$ cat src/rtl/eq_pkg.sv
// rtl/eq_pkg.sv - shared constants and types for the EQ tap sequencer
//
// Purpose: coefficient geometry, tap index width and FSM state encoding
// shared by tap_sequencer and coef_bank_rf.
package eq_pkg;

  localparam int COEF_W      = 16;
  localparam int NTAPS       = 4;
  localparam int NBANKS      = 4;
  localparam int TAPNUM_W    = 8;
  localparam int TIMEOUT_DEF = 64;

  localparam int BANK_W = $clog2(NBANKS);
  localparam int IDX_W  = $clog2(NTAPS);

  typedef logic [COEF_W-1:0] coef_t;

  typedef enum logic [1:0] {
    IDLE  = 2'd0,
    CLEAR = 2'd1,
    ISSUE = 2'd2,
    WAIT  = 2'd3
  } seq_state_t;

endpackage

$ cat src/rtl/coef_bank_rf.sv
// rtl/coef_bank_rf.sv - NBANKS x NTAPS coefficient register file
//
// Purpose: holds the EQ coefficient banks. One synchronous write port,
// one combinational read port, asynchronous clear.
// Ports:
//   clk_i, rst_ni        clock, asynchronous active-low clear
//   we_i                 write strobe (already qualified by the caller)
//   wbank_i, widx_i      write bank / tap index
//   wdata_i              write data
//   rbank_i, ridx_i      read bank / tap index
//   rdata_o              read data, combinational
module coef_bank_rf
  import eq_pkg::*;
(
  input  logic              clk_i,
  input  logic              rst_ni,
  input  logic              we_i,
  input  logic [BANK_W-1:0] wbank_i,
  input  logic [IDX_W-1:0]  widx_i,
  input  coef_t             wdata_i,
  input  logic [BANK_W-1:0] rbank_i,
  input  logic [IDX_W-1:0]  ridx_i,
  output coef_t             rdata_o
);

  coef_t mem [NBANKS][NTAPS];

  always_ff @(posedge clk_i or negedge rst_ni) begin
    if (!rst_ni) begin
      for (int b = 0; b < NBANKS; b++) begin
        for (int t = 0; t < NTAPS; t++) begin
          mem[b][t] <= '0;
        end
      end
    end else if (we_i) begin
      mem[wbank_i][widx_i] <= wdata_i;
    end
  end

  assign rdata_o = mem[rbank_i][ridx_i];

endmodule

$ cat src/rtl/tap_sequencer.sv
// rtl/tap_sequencer.sv - streams EQ coefficients into the dsp FIR MAC per sample window
//
// Purpose: on each accepted sample, clears the dsp accumulator, issues the
// NTAPS coefficients of the latched bank one per cycle, then waits for the
// dsp done flag, reporting completion, overrun and timeout.
// Ports:
//   clk_i, rst_ni                 clock, asynchronous active-low reset
//   sample_valid_i                new sample window pulse
//   eq_val_i                      bank select, latched on accept
//   coef_we_i/bank/idx/data       coefficient write port
//   clear_flags_i                 clears the sticky flags
//   dsp_done_i                    dsp result complete
//   tap_o, tapnum_o               coefficient and its index to the dsp
//   dsp_clk_en_o, dsp_clr_o       dsp clock enable / accumulator clear
//   busy_o, frame_done_o          status
//   overrun_o, timeout_o, coef_err_o  sticky error flags
module tap_sequencer
  import eq_pkg::*;
#(
  parameter int TIMEOUT = TIMEOUT_DEF
) (
  input  logic                clk_i,
  input  logic                rst_ni,
  input  logic                sample_valid_i,
  input  logic [7:0]          eq_val_i,
  input  logic                coef_we_i,
  input  logic [BANK_W-1:0]   coef_bank_i,
  input  logic [7:0]          coef_idx_i,
  input  logic [COEF_W-1:0]   coef_data_i,
  input  logic                clear_flags_i,
  input  logic                dsp_done_i,
  output logic [COEF_W-1:0]   tap_o,
  output logic [TAPNUM_W-1:0] tapnum_o,
  output logic                dsp_clk_en_o,
  output logic                dsp_clr_o,
  output logic                busy_o,
  output logic                frame_done_o,
  output logic                overrun_o,
  output logic                timeout_o,
  output logic                coef_err_o
);

  localparam int WCNT_W = $clog2(TIMEOUT);
  localparam logic [IDX_W-1:0]  LAST_K = IDX_W'(NTAPS - 1);
  localparam logic [WCNT_W-1:0] LAST_W = WCNT_W'(TIMEOUT - 1);

  seq_state_t        state;
  logic [BANK_W-1:0] bank_q;
  logic [IDX_W-1:0]  k_q;
  logic [WCNT_W-1:0] wcnt_q;

  logic [BANK_W-1:0] eq_bank;
  logic              unused_eq_bits;
  assign eq_bank        = eq_val_i[BANK_W-1:0];
  assign unused_eq_bits = ^eq_val_i[7:BANK_W];

  // Register file read address: the tap about to be driven on the next edge.
  logic [IDX_W-1:0] rd_idx;
  coef_t            rd_data;

  always_comb begin
    rd_idx = '0;
    if (state == ISSUE) begin
      rd_idx = k_q + IDX_W'(1);
    end
  end

  // Coefficient write qualification: out-of-range indices vanish silently,
  // writes into the bank currently being streamed are refused.
  logic wr_hit, wr_block, rf_we;
  assign wr_hit   = coef_we_i && (coef_idx_i < TAPNUM_W'(NTAPS));
  assign wr_block = wr_hit && (state != IDLE) && (coef_bank_i == bank_q);
  assign rf_we    = wr_hit && !wr_block;

  coef_bank_rf u_rf (
    .clk_i   (clk_i),
    .rst_ni  (rst_ni),
    .we_i    (rf_we),
    .wbank_i (coef_bank_i),
    .widx_i  (coef_idx_i[IDX_W-1:0]),
    .wdata_i (coef_data_i),
    .rbank_i (bank_q),
    .ridx_i  (rd_idx),
    .rdata_o (rd_data)
  );

  // A sample landing in the same WAIT cycle as done starts the next frame
  // rather than counting as an overrun.
  logic done_in_wait, ovr_set, to_set;
  assign done_in_wait = (state == WAIT) && dsp_done_i;
  assign ovr_set      = sample_valid_i && (state != IDLE) && !done_in_wait;
  assign to_set       = (state == WAIT) && !dsp_done_i && (wcnt_q == LAST_W);

  always_ff @(posedge clk_i or negedge rst_ni) begin
    if (!rst_ni) begin
      state        <= IDLE;
      bank_q       <= '0;
      k_q          <= '0;
      wcnt_q       <= '0;
      tap_o        <= '0;
      tapnum_o     <= '0;
      dsp_clk_en_o <= 1'b0;
      dsp_clr_o    <= 1'b0;
      busy_o       <= 1'b0;
      frame_done_o <= 1'b0;
      overrun_o    <= 1'b0;
      timeout_o    <= 1'b0;
      coef_err_o   <= 1'b0;
    end else begin
      dsp_clr_o    <= 1'b0;
      frame_done_o <= 1'b0;

      unique case (state)
        IDLE: begin
          if (sample_valid_i) begin
            bank_q    <= eq_bank;
            state     <= CLEAR;
            dsp_clr_o <= 1'b1;
            busy_o    <= 1'b1;
          end
        end

        CLEAR: begin
          state        <= ISSUE;
          k_q          <= rd_idx;
          tapnum_o     <= TAPNUM_W'(rd_idx);
          tap_o        <= rd_data;
          dsp_clk_en_o <= 1'b1;
        end

        ISSUE: begin
          if (k_q == LAST_K) begin
            state        <= WAIT;
            dsp_clk_en_o <= 1'b0;
            wcnt_q       <= '0;
          end else begin
            k_q      <= rd_idx;
            tapnum_o <= TAPNUM_W'(rd_idx);
            tap_o    <= rd_data;
          end
        end

        WAIT: begin
          if (dsp_done_i) begin
            frame_done_o <= 1'b1;
            if (sample_valid_i) begin
              bank_q    <= eq_bank;
              state     <= CLEAR;
              dsp_clr_o <= 1'b1;
            end else begin
              state  <= IDLE;
              busy_o <= 1'b0;
            end
          end else if (wcnt_q == LAST_W) begin
            state  <= IDLE;
            busy_o <= 1'b0;
          end else begin
            wcnt_q <= wcnt_q + WCNT_W'(1);
          end
        end

        default: begin
          state  <= IDLE;
          busy_o <= 1'b0;
        end
      endcase

      // Sticky flags: a set event outranks a clear in the same cycle.
      overrun_o  <= ovr_set  | (overrun_o  & ~clear_flags_i);
      timeout_o  <= to_set   | (timeout_o  & ~clear_flags_i);
      coef_err_o <= wr_block | (coef_err_o & ~clear_flags_i);
    end
  end

endmodule

$ cat config.mk
export PLATFORM = sky130hd
export DESIGN_NAME = tap_sequencer
export DESIGN_NICKNAME = d
export VERILOG_FILES = /design/src/rtl/eq_pkg.sv /design/src/rtl/coef_bank_rf.sv /design/src/rtl/tap_sequencer.sv
export SDC_FILE = /design/constraint.sdc
export NUM_CORES = 1
export LEC_CHECK = 0
export ABC_CLOCK_PERIOD_IN_PS = 6800
export CAP_MARGIN = 25
export CORE_MARGIN = 2
export CORE_UTILIZATION = 50
export CTS_CLUSTER_SIZE = 24
export DETAILED_ROUTE_END_ITERATION = 8
export GPL_ROUTABILITY_DRIVEN = 0
export MAX_ROUTING_LAYER = met4
export PLACE_DENSITY = 0.72
export SLEW_MARGIN = 20
export SYNTH_ARGS = -nofsm -noshare
export SYNTH_HDL_FRONTEND = slang
export SYNTH_SLANG_ARGS = --single-unit
$ cat constraint.sdc
create_clock -name clk_i -period 6.8 [get_ports clk_i]
set_input_delay 1.7 -clock clk_i [delete_from_list [all_inputs] [get_ports clk_i]]
set_output_delay 1.7 -clock clk_i [all_outputs]
set_load 0.01 [all_outputs]
==> summary.txt <==
Pwr
  • Internal Pwr Total: 3.45 mW
  • Net Sw Frac: 0.317
  • Clock power share: 0.357
  • Maximum VDD drop: 0.210 mV
  • Pwr Density: 313 nW/um^2
  • Combinational share of power: 0.257
  • Net Sw Power: 1.60 mW
  • Flop pwr share: 0.385
  • Static Leakage: 7.56 nW

Setup path
  • Critical path data arrival time: 4730 ps
  • Slowest stage delay, CP: 870 ps
  • Crit Path Category: input pin to register
  • Crit path required time: 7200 ps
  • Crit path max-delay cell type: nor4_4
  • Crit start category: input pin
  • R2R Path Start: bank_q[1]
  • Critical path fanouts, max: 15
  • Worst setup EP type: register
  • CP Buf/Inv Count: 3
  • Crit path launch: coef_bank_i[0]
  • Family with the most delay on the worst path: buffers and inverters
  • CP most frequent cell: buf_4
  • Cell breakdown of the critical path: clkdlybuf4s50_1 > xor2_1 > o311ai_4 > buf_4 > nor4_4 > buf_4 > mux2_2

Final layout
  • Nets: 1,074
  • N_diodes: 0
  • Fraction of layout instances using a drive strength above 1: 0.383
  • Area Overhead vs Synth: 13.5%

Synthesis
  • Post-synthesis cell count: 982
  • Area leader, netlist: dfrtp_1
  • Largest cells by area after synthesis: dfrtp_1, mux2_2, mux2_4, mux4_2, mux2i_1
  • Syn Area/Cell: 14.5 sq um
  • Synthesized area: 14,200 sq um
  • Synth unique cells: 57
  • Sequential cell area fraction in the yosys report: 0.512
  • #FFs+latches synth: 291
  • Post-synth EDFFs: 0
  • Synth Flop Type: dfrtp_1
  • Yosys top cell area share: 0.512
  • Async SR Flop Fraction: 1.00
  • Synth warn: 0

Place
  • DP Worst Slack: 1900 ps
  • I/O Buffers: 58
  • HPWL after DPL: 18,400 um

Route
  • Starting DRC count in detailed routing: 578
  • Total number of vias: 8,292
  • Avg Vias per Cell: 5.79
  • Post-DRT Antenna Nets: 0
  • Drt wl/cell: 22.1 um
  • Met1 wire length: 14,700 um
  • Final WL: 31,700 um
  • Top sig layer: met4
  • WL met3: 1130 um
  • Routed met2 length: 15,200 um
  • DR pass1 iterations: 5
  • Drt drc: 0

Timing
  • Setup_tns: 0 ps
  • Crit path time final: 4330 ps
  • Fmax: 231 MHz
  • Final setup vio count: 0
  • Fin. Hold Viols: 0
  • Final hold slack: 490 ps
  • Worst Tran Pin Value: 1050 ps
  • Setup WS post-layout: 2470 ps
  • Relative slew slack: 0.298
  • Clock skew: 17.4 ps
  • Max Slew Vio Count: 0
  • Period utilisation layout: 0.637
  • RSZ-0062 raised after global routing: no

Clocking
  • CTS Hold Bufs: 0
  • Clock transition at path regs: 60 ps
  • PostCTS Resize Cnt: 0
  • CTS tree: yes
  • Cts bufs inserted: 34
  • H-tree depth: 2
  • Root buf cell: clkbuf_16
  • Post-CTS setup buffer count: 0
  • Maximum clock path buffer count: 3
  • Clock tree sinks: 291
  • Worst skew pair latency: 520 ps

Floorplanning
  • Standard-cell row count: 61
  • Ports: 71
  • Die extent in y: 173 um
  • Starting Density: 0.510
  • Chip width: 173 um
  • Die area: 29,800 sq um
  • CORE AREA: 27,900 sq um

Worst hold path
  • HP Start: u_rf.mem[249]
  • Min-Delay Path Class: register to register

Outcome
  • Status: finished clean

GRT
  • Largest net degree at the start of global routing: 123
  • Vias in the first global route: 8,706
  • Tot GR Track Use: 0.223
  • First-pass GRT wire length: 50,600 um
  • Initial antenna violation count: 0
  • Total grt overflow: 0

Flow run
  • Max_cap viols: 0
[placed cells by master, fill, tap and decap left out, drive strengths merged, types with 3 or more instances in the layout]
cell type / count
nor4: 6
o221ai: 14
dfrtp: 291
nand2b: 6
buf: 28
clkdlybuf4s50: 57
o21ai: 9
conb: 6
nor3b: 3
mux2i: 65
nor2: 11
clkbuf: 46
inv: 11
a32o: 13
o21bai: 3
a21oi: 16
mux2: 258
nand2: 74
nor2b: 9
nand3: 22
or2b: 4
o22ai: 3
ha: 6
nor3: 12
mux4: 33
clkinv: 10
[stage by stage]
| stage | utilization | power (mW) | instance area [sq um] | std cells |
|---|---|---|---|---|
| finish | 0.579 | 5.05 | 16100 | 1431 |
| global placement | 0.537 | 3.24 | 15000 | 1368 |
| CTS | 0.579 | 5.09 | 16100 | 1430 |
| detailed placement | 0.538 | 3.27 | 15000 | 1369 |
| floorplan | - | 2.77 | 14200 | 987 |
| global route | 0.579 | 5.27 | 16100 | 1431 |
[per-layer routing]
layer,vias to the layer above,global-route usage
met2,156,0.355
met4,0,0.0623
met3,45,0.0262
li1,3683,-
met1,4408,0.305
met5,-,-
[kinds of logic (layout without fill, tap and decap cells)]
kind of cell,after synthesis,in the layout,synth area share
fa+ha+maj,6,6,0.00528
flops,291,291,0.512
mux,356,356,0.329
buf+inv,90,156,0.0409
simple gates,156,156,0.0669
other cells,1,6,0.000264
xor+xnor,2,2,0.00176
compound gates,80,80,0.0439
[registers in the layout (all words and copies together) (netlist names)]
register      flops
dsp_clr_o         1
state             2
bank_q            2
tap_o            16
frame_done_o      1
coef_err_o        1
dsp_clk_en_o      1
u_rf.mem        256
wcnt_q            6
overrun_o         1
k_q               2
busy_o            1
timeout_o         1
[cell type report]
type / count / area (sq um)
Fill cell: 2196 / 11700
Sequential cell: 291 / 7290
Multi-Input combinational cell: 606 / 6390
Clock buffer: 46 / 967
Timing Repair Buffer: 85 / 828
Tap cell: 378 / 473
Clock inverter: 15 / 156
Inverter: 10 / 37.5
[Yosys cell counts (2+ instances only)]
library cell	count
dfrtp_1	291
mux2_2	157
mux2_4	100
nand2_1	74
mux2i_1	65
clkbuf_1	42
mux4_2	33
nand3_1	22
a21oi_1	16
o221ai_1	14
a32o_1	13
buf_4	11
nor2_1	11
inv_1	10
buf_12	9
buf_2	9
nor2b_1	9
nor3_4	9
o21ai_0	9
buf_6	6
ha_1	6
nand2b_1	6
nor4_4	6
buf_1	3
nor3_1	3
o21bai_1	3
o22ai_1	3
a2111oi_0	2
a211oi_1	2
a21o_1	2
a221o_1	2
a32oi_1	2
a41oi_1	2
and2_1	2
and3_1	2
nor3b_1	2
o211ai_1	2
or2b_1	2
or2b_2	2
[worst paths after layout]
check / cells past startpoint / slack (ps) / end
max in group asynchronous: 2 / 4380 / u_rf.mem[235]
worst max-delay path: 7 / 2470 / u_rf.mem[188]
worst min register to register: 1 / 490 / u_rf.mem[249]
min in group asynchronous: 1 / 1210 / u_rf.mem[179]
worst max register to register: 6 / 3740 / u_rf.mem[188]
worst min-delay path: 1 / 490 / u_rf.mem[249]
[power groups by stage]
stage	Sequential (mW)	Clock [mW]	Combinational (mW)
floorplan	1.94	0	0.838
detailed placement	1.98	0	1.30
global route	1.96	1.91	1.40
global placement	1.97	0	1.27
CTS	1.95	1.84	1.31
finish	1.95	1.81	1.30
Power figures use the tool's default switching activity.
